==> config.mk <==
export PLATFORM = sky130hd
export DESIGN_NAME = alu_share_arbiter
export DESIGN_NICKNAME = d
export VERILOG_FILES = /design/src/rtl/alu_share_arbiter.sv
export SDC_FILE = /design/constraint.sdc
export NUM_CORES = 1
export LEC_CHECK = 0
export ABC_AREA = 1
export BUFFER_PORTS_ARGS = -buffer_cell sky130_fd_sc_hd__buf_4
export CORE_ASPECT_RATIO = 0.8
export CORE_MARGIN = 2
export CORE_UTILIZATION = 30
export DETAILED_ROUTE_END_ITERATION = 7
export PLACE_DENSITY_LB_ADDON = 0.3
export SYNTH_ARGS = -nofsm -noshare
export SYNTH_HDL_FRONTEND = slang
export SYNTH_SLANG_ARGS = --single-unit
export TNS_END_PERCENT = 1
==> constraint.sdc <==
create_clock -name clk_in -period 1.4 [get_ports clk_in]
set_input_delay 0.07 -clock clk_in [delete_from_list [all_inputs] [get_ports clk_in]]
set_output_delay 0.07 -clock clk_in [all_outputs]
set_load 0.01 [all_outputs]
==> src/rtl/alu_share_arbiter.sv <==
// alu_share_arbiter
// Shares one combinational ALU between two requesters. Requests are taken on
// valid/ready handshakes and granted round-robin while idle. The winner's operands
// and opcode are registered onto the ALU inputs. The ALU result is captured one
// cycle later and returned with the requester ID on a single response channel.
//
// Optional feature: define ALU_ARB_OPCHECK_EN to reject opcodes outside 0x0-0x8 and
// 0xD. A rejected request is answered directly with data 0 and err 1. It does not
// touch the ALU input registers.
//
// Ports:
//   clk_in, rst_n_in                  clock, asynchronous active-low reset
//   reqN_valid_in / reqN_ready_out    request handshake for requester N (0, 1)
//   reqN_op1_in, reqN_op2_in          requester N operands
//   reqN_opcode_in                    requester N ALU opcode
//   alu_op1_out, alu_op2_out          registered operands to the ALU
//   alu_opcode_out                    registered opcode to the ALU
//   alu_result_in                     combinational ALU result
//   rsp_valid_out / rsp_ready_in      response handshake
//   rsp_id_out, rsp_data_out          owner of the response and captured result
//   rsp_err_out                       illegal-opcode flag (0 unless the check is enabled)
//   busy_out                          not idle
module alu_share_arbiter #(
  parameter int unsigned WIDTH = 32
) (
  input  logic             clk_in,
  input  logic             rst_n_in,
  input  logic             req0_valid_in,
  output logic             req0_ready_out,
  input  logic [WIDTH-1:0] req0_op1_in,
  input  logic [WIDTH-1:0] req0_op2_in,
  input  logic [3:0]       req0_opcode_in,
  input  logic             req1_valid_in,
  output logic             req1_ready_out,
  input  logic [WIDTH-1:0] req1_op1_in,
  input  logic [WIDTH-1:0] req1_op2_in,
  input  logic [3:0]       req1_opcode_in,
  output logic [WIDTH-1:0] alu_op1_out,
  output logic [WIDTH-1:0] alu_op2_out,
  output logic [3:0]       alu_opcode_out,
  input  logic [WIDTH-1:0] alu_result_in,
  output logic             rsp_valid_out,
  input  logic             rsp_ready_in,
  output logic             rsp_id_out,
  output logic [WIDTH-1:0] rsp_data_out,
  output logic             rsp_err_out,
  output logic             busy_out
);

  localparam logic [1:0] StIdle  = 2'd0;
  localparam logic [1:0] StIssue = 2'd1;
  localparam logic [1:0] StResp  = 2'd2;

  logic [1:0]       state_q, state_d;
  logic             last_grant_q, last_grant_d;
  logic [WIDTH-1:0] alu_op1_q, alu_op1_d;
  logic [WIDTH-1:0] alu_op2_q, alu_op2_d;
  logic [3:0]       alu_opcode_q, alu_opcode_d;
  logic             rsp_valid_q, rsp_valid_d;
  logic             rsp_id_q, rsp_id_d;
  logic [WIDTH-1:0] rsp_data_q, rsp_data_d;
  logic             rsp_err_q, rsp_err_d;

  logic             idle;
  logic             grant0, grant1, accept;
  logic [WIDTH-1:0] win_op1, win_op2;
  logic [3:0]       win_opcode;
  logic             illegal;

  assign idle = (state_q == StIdle);

  // On contention, the requester that was not granted last time wins.
  // Ready is gated by reset so that no handshake is advertised while in reset.
  assign grant0 = rst_n_in & idle & req0_valid_in & (~req1_valid_in | last_grant_q);
  assign grant1 = rst_n_in & idle & req1_valid_in & (~req0_valid_in | ~last_grant_q);
  assign accept = grant0 | grant1;

  assign win_op1    = grant1 ? req1_op1_in    : req0_op1_in;
  assign win_op2    = grant1 ? req1_op2_in    : req0_op2_in;
  assign win_opcode = grant1 ? req1_opcode_in : req0_opcode_in;

`ifdef ALU_ARB_OPCHECK_EN
  assign illegal = (win_opcode > 4'h8) && (win_opcode != 4'hD);
`else
  assign illegal = 1'b0;
`endif

  always_comb begin
    state_d      = state_q;
    last_grant_d = last_grant_q;
    alu_op1_d    = alu_op1_q;
    alu_op2_d    = alu_op2_q;
    alu_opcode_d = alu_opcode_q;
    rsp_valid_d  = rsp_valid_q;
    rsp_id_d     = rsp_id_q;
    rsp_data_d   = rsp_data_q;
    rsp_err_d    = rsp_err_q;
    unique case (state_q)
      StIdle: begin
        if (accept) begin
          last_grant_d = grant1;
          rsp_id_d     = grant1;
          if (illegal) begin
            // Answer directly. The ALU inputs keep their last legal operation.
            rsp_data_d  = '0;
            rsp_err_d   = 1'b1;
            rsp_valid_d = 1'b1;
            state_d     = StResp;
          end else begin
            alu_op1_d    = win_op1;
            alu_op2_d    = win_op2;
            alu_opcode_d = win_opcode;
            state_d      = StIssue;
          end
        end
      end
      StIssue: begin
        rsp_data_d  = alu_result_in;
        rsp_err_d   = 1'b0;
        rsp_valid_d = 1'b1;
        state_d     = StResp;
      end
      StResp: begin
        if (rsp_ready_in) begin
          rsp_valid_d = 1'b0;
          state_d     = StIdle;
        end
      end
      default: state_d = StIdle;
    endcase
  end

  always_ff @(posedge clk_in or negedge rst_n_in) begin
    if (!rst_n_in) begin
      state_q      <= StIdle;
      last_grant_q <= 1'b1;
      alu_op1_q    <= '0;
      alu_op2_q    <= '0;
      alu_opcode_q <= '0;
      rsp_valid_q  <= 1'b0;
      rsp_id_q     <= 1'b0;
      rsp_data_q   <= '0;
      rsp_err_q    <= 1'b0;
    end else begin
      state_q      <= state_d;
      last_grant_q <= last_grant_d;
      alu_op1_q    <= alu_op1_d;
      alu_op2_q    <= alu_op2_d;
      alu_opcode_q <= alu_opcode_d;
      rsp_valid_q  <= rsp_valid_d;
      rsp_id_q     <= rsp_id_d;
      rsp_data_q   <= rsp_data_d;
      rsp_err_q    <= rsp_err_d;
    end
  end

  assign req0_ready_out = grant0;
  assign req1_ready_out = grant1;
  assign alu_op1_out    = alu_op1_q;
  assign alu_op2_out    = alu_op2_q;
  assign alu_opcode_out = alu_opcode_q;
  assign rsp_valid_out  = rsp_valid_q;
  assign rsp_id_out     = rsp_id_q;
  assign rsp_data_out   = rsp_data_q;
  assign rsp_err_out    = rsp_err_q;
  assign busy_out       = ~idle;

endmodule

Word-level counts from Yosys, hierarchy flattened
Cells that the tools add are included.
{ "op_classes": {"shifts": 0, "reduce_logical": 5, "addsub": 0, "n_eq_ne": 4, "mux": 8, "n_mul": 0, "n_lt_le_gt_ge": 0, "div_mod_pow": 0, "bitwise_logic": 12} }
{ "ops": {"columns": ["op", "n"], "rows": [
  ["2-to-1 mux 32 bit", 2],
  ["case mux 2 bit (3 select lines)", 1],
  ["AND reduction 2 bit", 3],
  ["AND 1 bit", 5],
  ["2-to-1 mux 2 bit", 2],
  ["2-to-1 mux 4 bit", 1],
  ["NOT 1 bit", 4],
  ["OR 1 bit", 3],
  ["equality test 2 x 1 -> 1 bit (second input constant)", 1],
  ["equality test 2 bit (second input constant)", 1],
  ["logical NOT 2 bit", 1],
  ["inequality test 2 x 1 -> 1 bit (second input constant)", 1],
  ["inequality test 2 bit (second input constant)", 1],
  ["case mux 1 bit (2 select lines)", 1],
  ["nonzero test 2 bit", 1],
  ["2-to-1 mux 1 bit", 1]
]} }
{ "word_totals": {"reg_bits": 105, "ramBits": 0, "latchBits": 0, "in_bits": 173, "wordCells": 37, "rom_bits": 0, "out_inout_bits": 106, "mem_count": 0} }

Depth between registers and ports, before layout
{ "depth": {"depth_word": 7, "mapped_depth": 8, "mapped_depth_nobuf": 6} }

Worst setup path after synthesis
OpenSTA, ideal clock, no wires.
{ "synth_path": {"kind": "flip-flop to flip-flop", "from": "register last_grant_q", "to": "register alu_op2_q[16] (netlist: alu_op2_out[16])", "path_buffers": 2, "setup_ns": 0.117, "synth_period_minus_slack_ns": 1.404, "path_stages_with_launch": 8, "t_required_ns": 1.283, "arrival_ns": 1.287, "setup_slack_ns": -0.004, "path_cell_list": "dfstp_2 > nand2_1 > nand2_2 > buf_2 > buf_2 > o21bai_1 > nand3_1 > nand2_1"} }
{ "synth_between": {"elab_chain_cells": 5, "elab_cells_between_ends": 8, "cone_classes": "mux (1); bitwise (6); reduce/logical (1)"} }
{ "synth_rtl": {"columns": ["element", "line_no", "rtl"], "rows": [
  ["from (decl)", "55", "logic last_grant_q, last_grant_d;"],
  ["from (signal assigned)", "146", "last_grant_q <= last_grant_d;"],
  ["NOT 1 bit", "75", "assign grant1 = rst_n_in & idle & req1_valid_in & (~req0_valid_in | ~last_grant_q);"],
  ["OR 1 bit", "75", null],
  ["AND 1 bit", "75", null],
  ["OR 1 bit", "76", "assign accept = grant0 | grant1;"],
  ["AND reduction 2 bit (no line)", null, null],
  ["to (signal assigned)", "148", "alu_op2_q <= alu_op2_d;"],
  ["to (decl)", "57", "logic [WIDTH-1:0] alu_op2_q, alu_op2_d;"]
]} }
Parallel ways exist; a longest one is shown, timed or not.
A chain may end at the register's enable or synchronous reset.

Final worst setup path
{ "layout_path": {"from": "register state_q[0]", "to": "output port req0_ready_out"} }
{ "layout_between": {"elab_chain_cells": 4} }
{ "layout_rtl": {"columns": ["element", "line_no", "rtl"], "rows": [
  ["from (decl)", "54", "logic [1:0] state_q, state_d;"],
  ["from (signal assigned)", "135", "state_q <= StIdle;"],
  ["from (signal assigned)", "145", "state_q <= state_d;"],
  ["logical NOT 2 bit", "70", "assign idle = (state_q == StIdle);"],
  ["AND 1 bit (3 in series)", "74", "assign grant0 = rst_n_in & idle & req0_valid_in & (~req1_valid_in | last_grant_q);"],
  ["to (decl)", "29", "output logic req0_ready_out,"]
]} }
No other way between the ends.

==> metrics.md <==
| Metric | Value |
|---|---|
| Status | `complete, but fails checks` |
| Violated checks | `setup timing` |
| RSZ-0062 raised after global routing | `true` |
| Chip height | `~120 um` |
| CTS tree | `built` |
| Avg Cell Area, Syn | `about 8 sq um` |
| Ranking of synthesized cells by area | `dfrtp_1 (49%), nand2_1 (17%), nand3_1 (13%)` |
| Top Ports | `approximately 280` |
| Synthesized net count | `~860` |
| Register bit total from synthesis | `between 100 and 150` |
| Switch share | `between 30 and 40%` |
| Global-route wire length before repair | `29,700 um` |
| Post-DR vias/cell | `roughly 4.7` |
| Port bufs | `around 280` |
| Vias | `~5,700` |
| Area growth syn-to-layout | `64.8%` |
| Antenna-violating nets left | `0` |
| Worst reg2reg path startpoint | `state_q[0]$_DFFE_PN0P_` |
| Synth top area share | `about half` |
| Fraction of the yosys area taken by sequential cells | `between 40 and 50%` |
| Synth warnings | `0` |
| Critical Path Start Type | `flop` |
| Max-cap violations | `0` |
| Die X | `between 150 and 200 um` |
| WL per Instance | `~15 um` |
| Crit path arrival time | `~1400 ps` |
| Worst min path class | `in2reg` |
| Cells after Synth | `around 700` |
| Finished Layout Cells | `around 1,200` |
| Worst-Skew Late Latency | `~350 ps` |
| Crit-path max FO | `2` |
| Global Route Usage Sum | `19.8%` |
| Setup WS pre-CTS | `-167 ps` |
| Final hold violations | `0` |
| Fin. max-slew vios | `0` |
| Final period util | `107%` |
| Hpwl dp | `12,800 um` |
| Setup crit end kind | `output pin` |
| Length of the first detailed-routing pass in iterations | `4` |
| Largest net degree at the start of global routing | `about 100` |
| Reg power frac | `between 30 and 40%` |
| Vias in the first global route | `5,599` |
| Total gr overflow | `0` |
| Fmax | `667 MHz` |
| Layout cells sized above 1 | `about a third` |
| Main synth FF type | `dfrtp_1` |
| Total die area | `18,800 sq um` |
| VDD IR-drop max | `between 700 and 800 uV` |
| Diode count | `0` |
| PwrDens | `1810 nW/um^2` |
| Cts bufs inserted | `9` |
| Core area | `17,300 sq um` |
| Layout net count | `1,171` |
| Setup-failing EPs final | `70` |
| Leak Pwr | `4.74 nW` |
| Combinational fraction of design power | `46.4%` |
| Clock share of power | `roughly a fifth` |
| Relative slew slack | `between 50% and 60%` |
| EDFF count, synth | `0` |
| Fin util | `between 50% and 60%` |
| Gpl congestion | `0.809` |
| Synth cell types | `20` |
| Worst slew pin tran | `between 600 and 700 ps` |
| Worst Hold Slack | `approximately 21 ps` |
| Area leader, netlist | `dfrtp_1` |
| Drt total wl | `between 15,000 and 20,000 um` |
| Asr flop ratio synth | `100%` |
| Mapped Area | `between 5000 and 6000 sq um` |
| Worst setup startpoint | `state_q[0]$_DFFE_PN0P_` |
| Root Buffer | `clkbuf_16` |
| Hold path start | `req1_op2_in[24]` |
| Psw | `between 5 and 6 mW` |
| Skew final | `about 8.9 ps` |
| Post-route DRC violation count | `0` |
| Period minus WS final | `1500 ps` |
| P_int | `between 10 and 15 mW` |
| Site Rows | `43` |
| Worst Slack Setup Final | `-99.2 ps` |
| Cell with the most instances after synthesis | `nand2_1` |
| Initial antenna violation count | `0` |
| Total placed cells including tap cells | `between 1,000 and 1,500` |
| Max Buffers Root-to-Sink | `2` |
| CTS sink count | `105` |
| H-tree depth | `3` |
| Critical Path RT | `between 1000 and 1500 ps` |
| Reg clk slew, reported paths | `roughly 70 ps` |
| Initial core utilization | `30.7%` |
| Most instantiated cells after synthesis | `nand2_1 (238), nand3_1 (137), dfrtp_1 (104)` |
| Critical path type | `reg2out` |
| Drt initial violations | `264` |
placed cells by master, fill, tap and decap left out, drive strengths merged:
cell	n
clkbuf	9
dfstp	1
dfrtp	104
a21oi	1
nor2	3
bufinv	4
inv	77
conb	1
nand2	240
clkinv	1
nand3	137
o21bai	68
buf	318
o21ai	3
dlygate4sd3	35
nand4	1
layout make-up:
| class | instances | area [sq um] |
|---|---|---|
| fill | 1711 | 8570 |
| timing repair buffer | 353 | 2980 |
| sequential | 105 | 2630 |
| multi-input combinational | 454 | 2200 |
| inverter | 75 | 292 |
| tap | 225 | 282 |
| clock buffer | 9 | 225 |
| clock inverter | 7 | 149 |
through the flow:
stage	setup TNS (ps)	total power, mW	area [sq um]
finish	-2940	15.8	8750
detailed placement	-6630	12.3	7780
global placement	-3740	12.2	7780
floorplan	0	8.45	5310
CTS	-5050	15.9	8720
global route	-10030	16.9	8750
registers in the layout, summed over array words and instances (netlist names):
register / count
state_q: 2
rsp_id_out: 1
alu_op2_out: 32
rsp_data_out: 32
alu_op1_out: 32
last_grant_q: 1
rsp_valid_out: 1
alu_opcode_out: 4
what timing repair did:
| item | CTS | global route |
|---|---|---|
| gates resized for setup | 25 | 9 |
| gates cloned | 2 | 0 |
| setup buffers | 9 | 1 |
| setup endpoints to repair | 70 | 73 |
| hold buffers | 35 | 0 |
| pin swaps | 6 | 4 |
| hold endpoints to repair | 137 | 0 |
cell families after synthesis:
group                  count (synthesis)  synth area share (%)
and+or+nand+nor                      381                  30.5
buffers and inverters                124                  9.73
DFF                                  105                  49.5
AOI/OAI and AO/OA                     72                  10.2
other                                  1                0.0706
worst paths after layout:
path	to	slack, ps	cells after the start
max in group asynchronous	alu_op2_out[8]$_DFFE_PN0P_	460	3
min	alu_op2_out[24]$_DFFE_PN0P_	20	5
min reg2reg	rsp_data_out[29]$_DFFE_PN0P_	470	2
max reg2reg	alu_op1_out[20]$_DFFE_PN0P_	-70	8
max	req0_ready_out	-100	6
min in group asynchronous	state_q[1]$_DFFE_PN0P_	230	3
power by group through the flow:
stage,combinational [mW],sequential [mW],clock [mW]
final,7.34,5.31,3.17
after global routing,8.02,5.49,3.40
after CTS,7.34,5.31,3.27
after detailed placement,7.00,5.32,0
after global placement,6.92,5.32,0
after floorplan,2.55,5.90,0
per-layer routing:
layer / GRT usage [%] / wire length [um] / vias up
met3: 6.34 / 1580 / 31
met4: 6.25 / 468 / 0
met1: 25.4 / 8090 / 2673
met5: 0 / 0 / -
met2: 32.2 / 8840 / 225
li1: - / - / 2785
critical path: stages, from the launching register on:
cell	delay (ps)
dfrtp_1	390
nor2_2	140
buf_4	130
nand4_1	130
buf_6	160
inv_4	50
buf_6	90
Power figures use the tool's default switching activity.
